### src/rtl/matrix_mac_engine_if.sv
// Bus bundle for matrix_mac_engine: control handshake, operand matrices and
// result/status outputs. The engine connects through the slave modport and
// the requester connects through the master modport.
interface matrix_mac_engine_if #(
    parameter int AROWS     = 3,
    parameter int ACOLUMNS  = 3,
    parameter int BCOLUMNS  = 3,
    parameter int WIDTH_BIT = 32
);
    logic                        ena;
    logic                        start;
    logic                        sat_mode;
    logic signed [WIDTH_BIT-1:0] MatrixA [AROWS][ACOLUMNS];
    logic signed [WIDTH_BIT-1:0] MatrixB [ACOLUMNS][BCOLUMNS];
    logic signed [WIDTH_BIT-1:0] MatrixO [AROWS][BCOLUMNS];
    logic                        busy;
    logic                        done;
    logic                        overflow;

    modport master (
        output ena, start, sat_mode, MatrixA, MatrixB,
        input  MatrixO, busy, done, overflow
    );

    modport slave (
        input  ena, start, sat_mode, MatrixA, MatrixB,
        output MatrixO, busy, done, overflow
    );
endinterface

### src/rtl/matrix_mac_engine.sv
// Signed matrix multiply-accumulate engine: O = A x B.
// The result is produced tile by tile: one row of A against a group of LANES
// columns of B, one inner-dimension step per enabled cycle, followed by a
// single write cycle that converts (saturate or wrap) and stores each lane.
module matrix_mac_engine #(
    parameter int AROWS     = 3,
    parameter int ACOLUMNS  = 3,
    parameter int BCOLUMNS  = 3,
    parameter int WIDTH_BIT = 32,
    parameter int LANES     = 1,
    parameter int ACC_WIDTH = 2 * WIDTH_BIT + $clog2(ACOLUMNS) + 1
) (
    input logic                clock,
    input logic                nreset,
    matrix_mac_engine_if.slave bus
);
    localparam int ACC_MIN = 2 * WIDTH_BIT + $clog2(ACOLUMNS) + 1;
    localparam int IW      = (AROWS > 1) ? $clog2(AROWS) : 1;
    localparam int KW      = (ACOLUMNS > 1) ? $clog2(ACOLUMNS) : 1;
    localparam int CW      = (BCOLUMNS > 1) ? $clog2(BCOLUMNS) : 1;
    localparam int JW      = $clog2(BCOLUMNS + LANES + 1);

    localparam logic [2:0] S_IDLE  = 3'd0;
    localparam logic [2:0] S_LOAD  = 3'd1;
    localparam logic [2:0] S_MAC   = 3'd2;
    localparam logic [2:0] S_WRITE = 3'd3;
    localparam logic [2:0] S_DONE  = 3'd4;

    // A narrower accumulator could silently lose the sum of K full products.
    generate
        if (ACC_WIDTH < ACC_MIN) begin : g_acc_width_check
            $error("matrix_mac_engine: ACC_WIDTH below minimum");
        end
        if ((LANES < 1) || (LANES > BCOLUMNS)) begin : g_lanes_check
            $error("matrix_mac_engine: LANES must be in 1..BCOLUMNS");
        end
    endgenerate

    // Convert an accumulator to the element width. Returns {overflow, value}.
    // Overflow means the bits above the element sign bit are not a pure sign
    // extension; in saturate mode the value clips toward the sign of acc.
    function automatic logic [WIDTH_BIT:0] convert_f(
        input logic signed [ACC_WIDTH-1:0] acc,
        input logic                        sat
    );
        logic [ACC_WIDTH-WIDTH_BIT:0] hi;
        logic                         ovf;
        logic [WIDTH_BIT-1:0]         val;
        hi  = acc[ACC_WIDTH-1:WIDTH_BIT-1];
        ovf = !((&hi) || !(|hi));
        if (ovf && sat) begin
            if (acc[ACC_WIDTH-1]) begin
                val = {1'b1, {(WIDTH_BIT-1){1'b0}}};
            end else begin
                val = {1'b0, {(WIDTH_BIT-1){1'b1}}};
            end
        end else begin
            val = acc[WIDTH_BIT-1:0];
        end
        return {ovf, val};
    endfunction

    logic [2:0]                  state_r;
    logic [IW-1:0]               row_r;
    logic [KW-1:0]               k_r;
    logic [JW-1:0]               col_r;
    logic                        sat_r;
    logic                        busy_r;
    logic                        done_r;
    logic                        ovf_r;
    logic signed [WIDTH_BIT-1:0] a_r   [AROWS][ACOLUMNS];
    logic signed [WIDTH_BIT-1:0] b_r   [ACOLUMNS][BCOLUMNS];
    logic signed [WIDTH_BIT-1:0] out_r [AROWS][BCOLUMNS];
    logic signed [ACC_WIDTH-1:0] acc_r [LANES];

    logic signed [WIDTH_BIT-1:0]   a_elem_s;
    logic signed [WIDTH_BIT-1:0]   b_elem_s   [LANES];
    logic signed [2*WIDTH_BIT-1:0] prod_s     [LANES];
    logic [WIDTH_BIT-1:0]          conv_s     [LANES];
    logic [LANES-1:0]              lane_act_s;
    logic [LANES-1:0]              lane_ovf_s;
    logic                          k_last_s;
    logic                          row_end_s;
    logic                          last_tile_s;

    // Per-lane operand fetch, product, conversion and tile-walk decisions.
    always_comb begin
        logic [CW-1:0]      col_idx_v;
        logic [WIDTH_BIT:0] conv_v;
        col_idx_v   = '0;
        conv_v      = '0;
        a_elem_s    = a_r[row_r][k_r];
        k_last_s    = (k_r == KW'(ACOLUMNS - 1));
        row_end_s   = ((col_r + JW'(LANES)) >= JW'(BCOLUMNS));
        last_tile_s = row_end_s && (row_r == IW'(AROWS - 1));
        for (int l = 0; l < LANES; l++) begin
            lane_act_s[l] = ((col_r + JW'(l)) < JW'(BCOLUMNS));
            col_idx_v     = lane_act_s[l] ? CW'(col_r + JW'(l)) : '0;
            b_elem_s[l]   = lane_act_s[l] ? b_r[k_r][col_idx_v] : '0;
            prod_s[l]     = (2*WIDTH_BIT)'(a_elem_s) * (2*WIDTH_BIT)'(b_elem_s[l]);
            conv_v        = convert_f(acc_r[l], sat_r);
            lane_ovf_s[l] = conv_v[WIDTH_BIT];
            conv_s[l]     = conv_v[WIDTH_BIT-1:0];
        end
    end

    // Job FSM with operand capture, accumulation and result write-back.
    always_ff @(posedge clock or negedge nreset) begin
        if (!nreset) begin
            state_r <= S_IDLE;
            row_r   <= '0;
            k_r     <= '0;
            col_r   <= '0;
            sat_r   <= 1'b0;
            busy_r  <= 1'b0;
            done_r  <= 1'b0;
            ovf_r   <= 1'b0;
            for (int r = 0; r < AROWS; r++) begin
                for (int c = 0; c < ACOLUMNS; c++) a_r[r][c] <= '0;
                for (int c = 0; c < BCOLUMNS; c++) out_r[r][c] <= '0;
            end
            for (int r = 0; r < ACOLUMNS; r++) begin
                for (int c = 0; c < BCOLUMNS; c++) b_r[r][c] <= '0;
            end
            for (int l = 0; l < LANES; l++) acc_r[l] <= '0;
        end else if (bus.ena) begin
            case (state_r)
                S_IDLE: begin
                    done_r <= 1'b0;
                    // A start coinciding with the done pulse is not a new request.
                    if (bus.start && !done_r) begin
                        state_r <= S_LOAD;
                        busy_r  <= 1'b1;
                    end
                end
                S_LOAD: begin
                    a_r     <= bus.MatrixA;
                    b_r     <= bus.MatrixB;
                    sat_r   <= bus.sat_mode;
                    ovf_r   <= 1'b0;
                    row_r   <= '0;
                    col_r   <= '0;
                    k_r     <= '0;
                    for (int l = 0; l < LANES; l++) acc_r[l] <= '0;
                    state_r <= S_MAC;
                end
                S_MAC: begin
                    for (int l = 0; l < LANES; l++) begin
                        acc_r[l] <= acc_r[l] + ACC_WIDTH'(prod_s[l]);
                    end
                    if (k_last_s) begin
                        k_r     <= '0;
                        state_r <= S_WRITE;
                    end else begin
                        k_r <= k_r + KW'(1);
                    end
                end
                S_WRITE: begin
                    for (int r = 0; r < AROWS; r++) begin
                        for (int c = 0; c < BCOLUMNS; c++) begin
                            for (int l = 0; l < LANES; l++) begin
                                if (lane_act_s[l] && (row_r == IW'(r)) &&
                                    ((col_r + JW'(l)) == JW'(c))) begin
                                    out_r[r][c] <= conv_s[l];
                                end
                            end
                        end
                    end
                    ovf_r <= ovf_r | (|(lane_ovf_s & lane_act_s));
                    for (int l = 0; l < LANES; l++) acc_r[l] <= '0;
                    if (last_tile_s) begin
                        state_r <= S_DONE;
                    end else begin
                        state_r <= S_MAC;
                        if (row_end_s) begin
                            col_r <= '0;
                            row_r <= row_r + IW'(1);
                        end else begin
                            col_r <= col_r + JW'(LANES);
                        end
                    end
                end
                S_DONE: begin
                    busy_r  <= 1'b0;
                    done_r  <= 1'b1;
                    state_r <= S_IDLE;
                end
                default: begin
                    busy_r  <= 1'b0;
                    done_r  <= 1'b0;
                    state_r <= S_IDLE;
                end
            endcase
        end
    end

    assign bus.MatrixO  = out_r;
    assign bus.busy     = busy_r;
    assign bus.done     = done_r;
    assign bus.overflow = ovf_r;
endmodule
### src/flat_wrapper.sv
// flat-port wrapper written by rule: the top's interface ports become plain ports
module matrix_mac_engine_flat 
#(
    parameter int AROWS     = 3,
    parameter int ACOLUMNS  = 3,
    parameter int BCOLUMNS  = 3,
    parameter int WIDTH_BIT = 32,
    parameter int LANES     = 1,
    parameter int ACC_WIDTH = 2 * WIDTH_BIT + $clog2(ACOLUMNS) + 1
)
  (clock, nreset, bus_ena, bus_start, bus_sat_mode, bus_MatrixA, bus_MatrixB, bus_MatrixO, bus_busy, bus_done, bus_overflow);
  matrix_mac_engine_if #(.AROWS(AROWS), .ACOLUMNS(ACOLUMNS), .BCOLUMNS(BCOLUMNS), .WIDTH_BIT(WIDTH_BIT)) bus_i ();
  input logic clock;
  input logic nreset;
  input wire logic [$bits(bus_i.ena)-1:0] bus_ena;
  input wire logic [$bits(bus_i.start)-1:0] bus_start;
  input wire logic [$bits(bus_i.sat_mode)-1:0] bus_sat_mode;
  input wire logic [$bits(bus_i.MatrixA)-1:0] bus_MatrixA;
  input wire logic [$bits(bus_i.MatrixB)-1:0] bus_MatrixB;
  output wire logic [$bits(bus_i.MatrixO)-1:0] bus_MatrixO;
  output wire logic [$bits(bus_i.busy)-1:0] bus_busy;
  output wire logic [$bits(bus_i.done)-1:0] bus_done;
  output wire logic [$bits(bus_i.overflow)-1:0] bus_overflow;
  assign bus_i.ena = bus_ena;
  assign bus_i.start = bus_start;
  assign bus_i.sat_mode = bus_sat_mode;
  assign bus_i.MatrixA = {>>{bus_MatrixA}};
  assign bus_i.MatrixB = {>>{bus_MatrixB}};
  assign bus_MatrixO = {>>{bus_i.MatrixO}};
  assign bus_busy = bus_i.busy;
  assign bus_done = bus_i.done;
  assign bus_overflow = bus_i.overflow;
  matrix_mac_engine #(.AROWS(AROWS), .ACOLUMNS(ACOLUMNS), .BCOLUMNS(BCOLUMNS), .WIDTH_BIT(WIDTH_BIT), .LANES(LANES), .ACC_WIDTH(ACC_WIDTH)) u_core (.clock(clock), .nreset(nreset), .bus(bus_i));
endmodule
### config.mk
export PLATFORM = sky130hd
export DESIGN_NAME = matrix_mac_engine_flat
export DESIGN_NICKNAME = d
export VERILOG_FILES = /design/src/rtl/matrix_mac_engine_if.sv /design/src/rtl/matrix_mac_engine.sv /design/src/flat_wrapper.sv
export SDC_FILE = /design/constraint.sdc
export NUM_CORES = 2
export LEC_CHECK = 0
export CAP_MARGIN = 20
export CELL_PAD_IN_SITES_DETAIL_PLACEMENT = 1
export CELL_PAD_IN_SITES_GLOBAL_PLACEMENT = 2
export CORE_MARGIN = 2
export CORE_UTILIZATION = 38
export CTS_BUF_LIST = sky130_fd_sc_hd__clkbuf_8 sky130_fd_sc_hd__clkbuf_16
export CTS_CLUSTER_DIAMETER = 100
export DETAILED_ROUTE_END_ITERATION = 12
export GPL_TIMING_DRIVEN = 0
export MAX_ROUTING_LAYER = met4
export PLACE_DENSITY = 0.82
export SETUP_SLACK_MARGIN = 0.5
export SLEW_MARGIN = 10
export SYNTH_ARGS = -nofsm -noshare
export SYNTH_HDL_FRONTEND = slang
export SYNTH_SLANG_ARGS = --single-unit
### constraint.sdc
create_clock -name clock -period 14.75 [get_ports clock]
set_clock_uncertainty 0.05 [all_clocks]
set_input_delay 3.6875 -clock clock [delete_from_list [all_inputs] [get_ports clock]]
set_output_delay 3.6875 -clock clock [all_outputs]
set_load 0.01 [all_outputs]
# == Yosys cells after proc, flatten, opt, wreduce, memory -nomap -nowiden ==
# Cells that the tools add are included.
# word_totals
output_inout_bits,291
ff_bits,945
in_bits,581
wordCells,145
# classes
n_addsub,4
bitwise,6
mux,33
mul,1
order_cmp,5
reduce_logical,47
n_eq_ne,13
# op_table
op,n
binary-select mux 96 bit (select 2 bit),2
two-way mux 96 bit,4
two-way mux 32 bit,7
case mux 67 bit (2 select lines),1
binary-select mux 32 bit (select 2 bit),2
adder 67 x 64 -> 67 bit,1
multiplier 32 x 32 -> 64 bit,1
AND reduction 3 bit,12
AND reduction 36 bit,1
OR reduction 36 bit,1
logical AND 1 bit,15
two-way mux 3 bit,5
case mux 3 bit (4 select lines),1
AND reduction 2 bit,5
"== test 3 x 2 -> 1 bit, second input constant",3
"greater-or-equal comparator 3 bit, second input constant",3
inverter 2 -> 3 bit,3
two-way mux 2 bit,4
case mux 2 bit (2 select lines),2
"== test 3 x 1 -> 1 bit, second input constant",2
logical NOT 3 bit,2
"inequality test 2 x 1 -> 1 bit, second input constant",3
case mux 1 bit (2 select lines),3
case mux 3 bit (2 select lines),1
other kinds (19),25

# == Depth between registers and ports, before layout ==
# depth
depth_word,11
ltp_mapped,40
ltp_nobuf,34

# == Least setup slack after synthesis ==
# OpenSTA, ideal clock, no wires.
# synth_path
path_kind,register -> register
start,register u_core.k_r[1]
end,register u_core.acc_r[65] (netlist bit)
arrival_time_ns,10.068
required_time_ns,14.631
path_buffers,6
setup_ns,0.069
path_slack_ns,4.563
stages_incl_launch_ff,34
cell_sequence,dfrtp_1 > buf_2 > nor2b_1 > clkbuf_1 > clkbuf_1 > clkbuf_1 > a21oi_1 > o22ai_1 > nor2b_1 > clkbuf_1 > nand2_1 > fa_1 > fa_1 > inv_1 > fa_1 > inv_1 > fa_1 > inv_1 > fa_1 > fa_1 > fa_1 > inv_1 > fa_1 > inv_1 > ha_1 > clkbuf_1 > nand4_1 > a21o_1 > a2111o_1 > o21bai_4 > a21oi_2 > o211a_1 > or4_1 > nand3_1
# synth_between
elab_chain_cells,11
word_cells_on_any_way,14
# synth_rtl
element,line,text
start: declaration,matrix_mac_engine.sv:65,logic [KW-1:0] k_r;
start signal: assignment,matrix_mac_engine.sv:155,k_r <= k_r + KW'(1);
inverter 2 -> 3 bit (not written as such) *,"matrix_mac_engine.sv:92, matrix_mac_engine.sv:99",
binary-select mux 96 bit (select 2 bit),matrix_mac_engine.sv:99,b_elem_s[l] = lane_act_s[l] ? b_r[k_r][col_idx_v] : '0;
two-way mux 96 bit (not written as such) (2 in series),matrix_mac_engine.sv:99,
binary-select mux 32 bit (select 2 bit),matrix_mac_engine.sv:99,
two-way mux 32 bit (not written as such) (2 in series),matrix_mac_engine.sv:99,
two-way mux 32 bit,matrix_mac_engine.sv:99,
multiplier 32 x 32 -> 64 bit *,matrix_mac_engine.sv:100,prod_s[l] = (2*WIDTH_BIT)'(a_elem_s) * (2*WIDTH_BIT)'(b_elem_s[l]);
adder 67 x 64 -> 67 bit *,matrix_mac_engine.sv:149,acc_r[l] <= acc_r[l] + ACC_WIDTH'(prod_s[l]);
case mux 67 bit (2 select lines) *,matrix_mac_engine.sv:127,case (state_r)
end signal: indexed assignment,matrix_mac_engine.sv:149,
end: declaration,matrix_mac_engine.sv:74,logic signed [ACC_WIDTH-1:0] acc_r [LANES];
# Mark *: on every way between the ends. The rest lies on a longest branch, timed or not. The select of a mux whose other input is x is not followed.
# A chain may end at the register's enable or synchronous reset.

# == Worst setup path in the final report ==
# layout_path
start,register u_core.row_r[0]
end,register u_core.acc_r[66] (netlist bit)
# layout_between
elab_chain_cells,10
# layout_rtl
element,line,text
start: declaration,matrix_mac_engine.sv:64,logic [IW-1:0] row_r;
start signal: assignment,matrix_mac_engine.sv:177,row_r <= row_r + IW'(1);
inverter 2 -> 3 bit (not written as such),matrix_mac_engine.sv:92,a_elem_s = a_r[row_r][k_r];
binary-select mux 96 bit (select 2 bit),matrix_mac_engine.sv:92,
two-way mux 96 bit (not written as such) (2 in series),matrix_mac_engine.sv:92,
binary-select mux 32 bit (select 2 bit),matrix_mac_engine.sv:92,
two-way mux 32 bit (not written as such) (2 in series),matrix_mac_engine.sv:92,
multiplier 32 x 32 -> 64 bit,matrix_mac_engine.sv:100,
adder 67 x 64 -> 67 bit,matrix_mac_engine.sv:149,
case mux 67 bit (2 select lines),matrix_mac_engine.sv:127,
# No other way between the ends. The select of a mux whose other input is x is not followed.

==> metrics.yaml <==
outcome: "completed"
final-setup-viol-count: 0
gp_congestion: 1.02
cts_hold_buf: 0
async_flop_share: 1.00
max_freq_mhz: 74.5
ioPinCount: 872
cp_max_fo: 11
drt_iter0_drc: 4815
vias_per_cell: 5.43
clock_path_buffers: 3
syn-cell-area_sq_mm: 0.0805
die_y_um: 464
design.core.area_sq_mm: 0.210
cp-end-kind: "register"
path_class: "reg2reg"
ant_nets: 0
gr-total-overflow: 0
period_minus_slack_ns: 13.43
hold_viol_final: 0
grt_pass1_vias: 71293
drive_gt1_frac: 0.105
ys_types: 65
worst_pin_slew_ns: 1.26
clk_pin_slew_ns: 0.06
rsz0062_at_grt: "no"
synth_ff_type: "dfrtp_1"
track_usage: 0.346
synth-seq-area-share: 0.294
area_delta_synth_final_pct: 21.3
hold_class: "reg2reg"
maxSlewViolCount: 0
grt_pass1_wl_um: 513000
synth_seq_cells: 945
critical_path.startpoint_type: "register"
slowest_delay_ns: 0.84
totalWireLength_um: 360000
ys_warn_count: 0
antenna_found_initial: 103
path_common_cell: "fa_1"
maxCapViolCount: 0
worstPathRequired_ns: 15.35
fp.dieW_um: 464
first_pass_iters: 5
cts.sinks: 945
num_rows: 168
clk_latency_ns: 0.81
slew_headroom: 0.157
crit_path_top_delay_cell: "clkdlybuf4s15_1"
start_util: 0.383
die_area_sq_mm: 0.216
tritoncts: "done"
route.detailed.drc: 0
drt-wirelength-per-cell_um: 30.4
avgSynthCellArea_sq_um: 10.3
synth_fp_nets: 9885
grt_max_degree: 158
worstPathArrival_ns: 14.03
cts-root-buf: "clkbuf_16"
tns_ns: 0
via_count: 64319
cts_htree_levels: 3
port_buffers: 871
syn_inst: 7830
fin_crit_sh: 0.910
layout.nets: 10917
synth_edf_count: 0
cts_buffers: 108
hpwl_um: 301000
## layout by cell type (no fill, tap or decap), types with 166 or more instances in the layout
master              n
inv_1            1371
fa_1             1242
nand2_1           982
dfrtp_1           945
clkdlybuf4s50_1   870
mux2_2            617
nor2_1            518
o21ai_0           499
clkbuf_1          384
ha_1              231
a21oi_1           166
## sequential cells by signal, summed over array words and instances, names as in the netlist
| register | count |
|---|---|
| u_core.state_r | 3 |
| u_core.a_r | 288 |
| u_core.bus.overflow | 1 |
| u_core.bus.busy | 1 |
| u_core.acc_r | 67 |
| u_core.col_r | 3 |
| u_core.b_r | 288 |
| u_core.sat_r | 1 |
| u_core.k_r | 2 |
| u_core.bus.done | 1 |
| u_core.row_r | 2 |
| u_core.bus.MatrixO | 288 |
## Yosys cell counts (all sizes together), types with 10 or more instances
cell type	number	area, sq um
a21o	40	300
a21oi	169	850
a221o	27	270
a221oi	17	149
a31oi	10	62.6
and2	43	269
buf	63	282
clkbuf	391	1470
dfrtp	945	23600
fa	1243	24900
ha	231	2890
inv	1347	5060
mux2	617	6950
mux2i	157	1570
nand2	983	3690
nand2b	75	469
nand3	24	120
nand4	22	138
nor2	518	1940
nor2b	78	488
nor4	11	68.8
o211ai	37	278
o21a	11	82.6
o21ai	507	2540
o21bai	16	131
o22a	26	228
o22ai	58	363
xnor2	47	412
xor2	25	219
## kinds of logic (layout without fill, tap and decap cells)
kind of cell,Yosys count,in the layout,share of synthesized area
fa+ha+maj,1474,1474,0.345
xor+xnor,72,72,0.00783
simple gates,1796,1796,0.0927
mux,774,774,0.106
compound gates,967,967,0.0706
other cells,0,98,0
buf+inv,1802,2922,0.0846
flops,945,945,0.294
## repair_timing
item,4_1_cts,5_1_grt
resized for setup,0,3
setup endpoints to repair,0,1
buffers inserted,0,0
## metrics by stage
step / hold slack [ns] / util / worst slack, ns / instances / area [sq um]
final: 0.425 / 0.465 / 1.32 / 11853 / 97700
after global placement: 0.411 / 0.441 / -33.58 / 11506 / 92800
after CTS: 0.431 / 0.463 / 0.989 / 11750 / 97400
after detailed placement: 0.419 / 0.446 / 1.06 / 11552 / 93700
after global routing: 0.453 / 0.465 / 0.883 / 11842 / 97700
after floorplan: 0.416 / - / 4.56 / 7830 / 80500
## final timing paths
kind | start | end | slack [ns] | depth (start not counted)
max | u_core.row_r[0] | u_core.acc_r[66] | 1.32 | 35
min | u_core.bus.MatrixO[269] | u_core.bus.MatrixO[269] | 0.42 | 2
max reg2reg | u_core.row_r[0] | u_core.acc_r[66] | 1.32 | 35
min reg2reg | u_core.bus.MatrixO[269] | u_core.bus.MatrixO[269] | 0.42 | 2
max in group asynchronous | nreset | u_core.b_r[247] | 9.73 | 3
min in group asynchronous | nreset | u_core.a_r[271] | 2.82 | 1
## cell type report
class,count,area [sq um]
tap,2805,3510
multi-input combinational,5083,50300
inverter,1348,5060
clock buffer,142,3180
buffer,454,1770
sequential,945,23600
timing repair buffer,922,9470
fill,23331,113000
clock inverter,56,527
antenna,98,245
## layer usage
layer,vias up,share of wire,GRT usage
li1,26570,-,-
met2,2686,0.47,0.548
met1,34315,0.39,0.413
met5,-,0,-
met4,0,0.065,0.183
met3,748,0.079,0.0750
## critical path: cells and delay by family, from the launching register on
kind	cells	cell delay, ns
flops	1	0.39
simple gates	4	1.24
compound gates	9	3.29
xor+xnor	1	0.19
buf+inv	12	3.66
fa+ha+maj	9	4.42
Power is left out: the tool's default activity adds up to more than one toggle a clock period on the data nets, which glitch-free logic cannot reach.
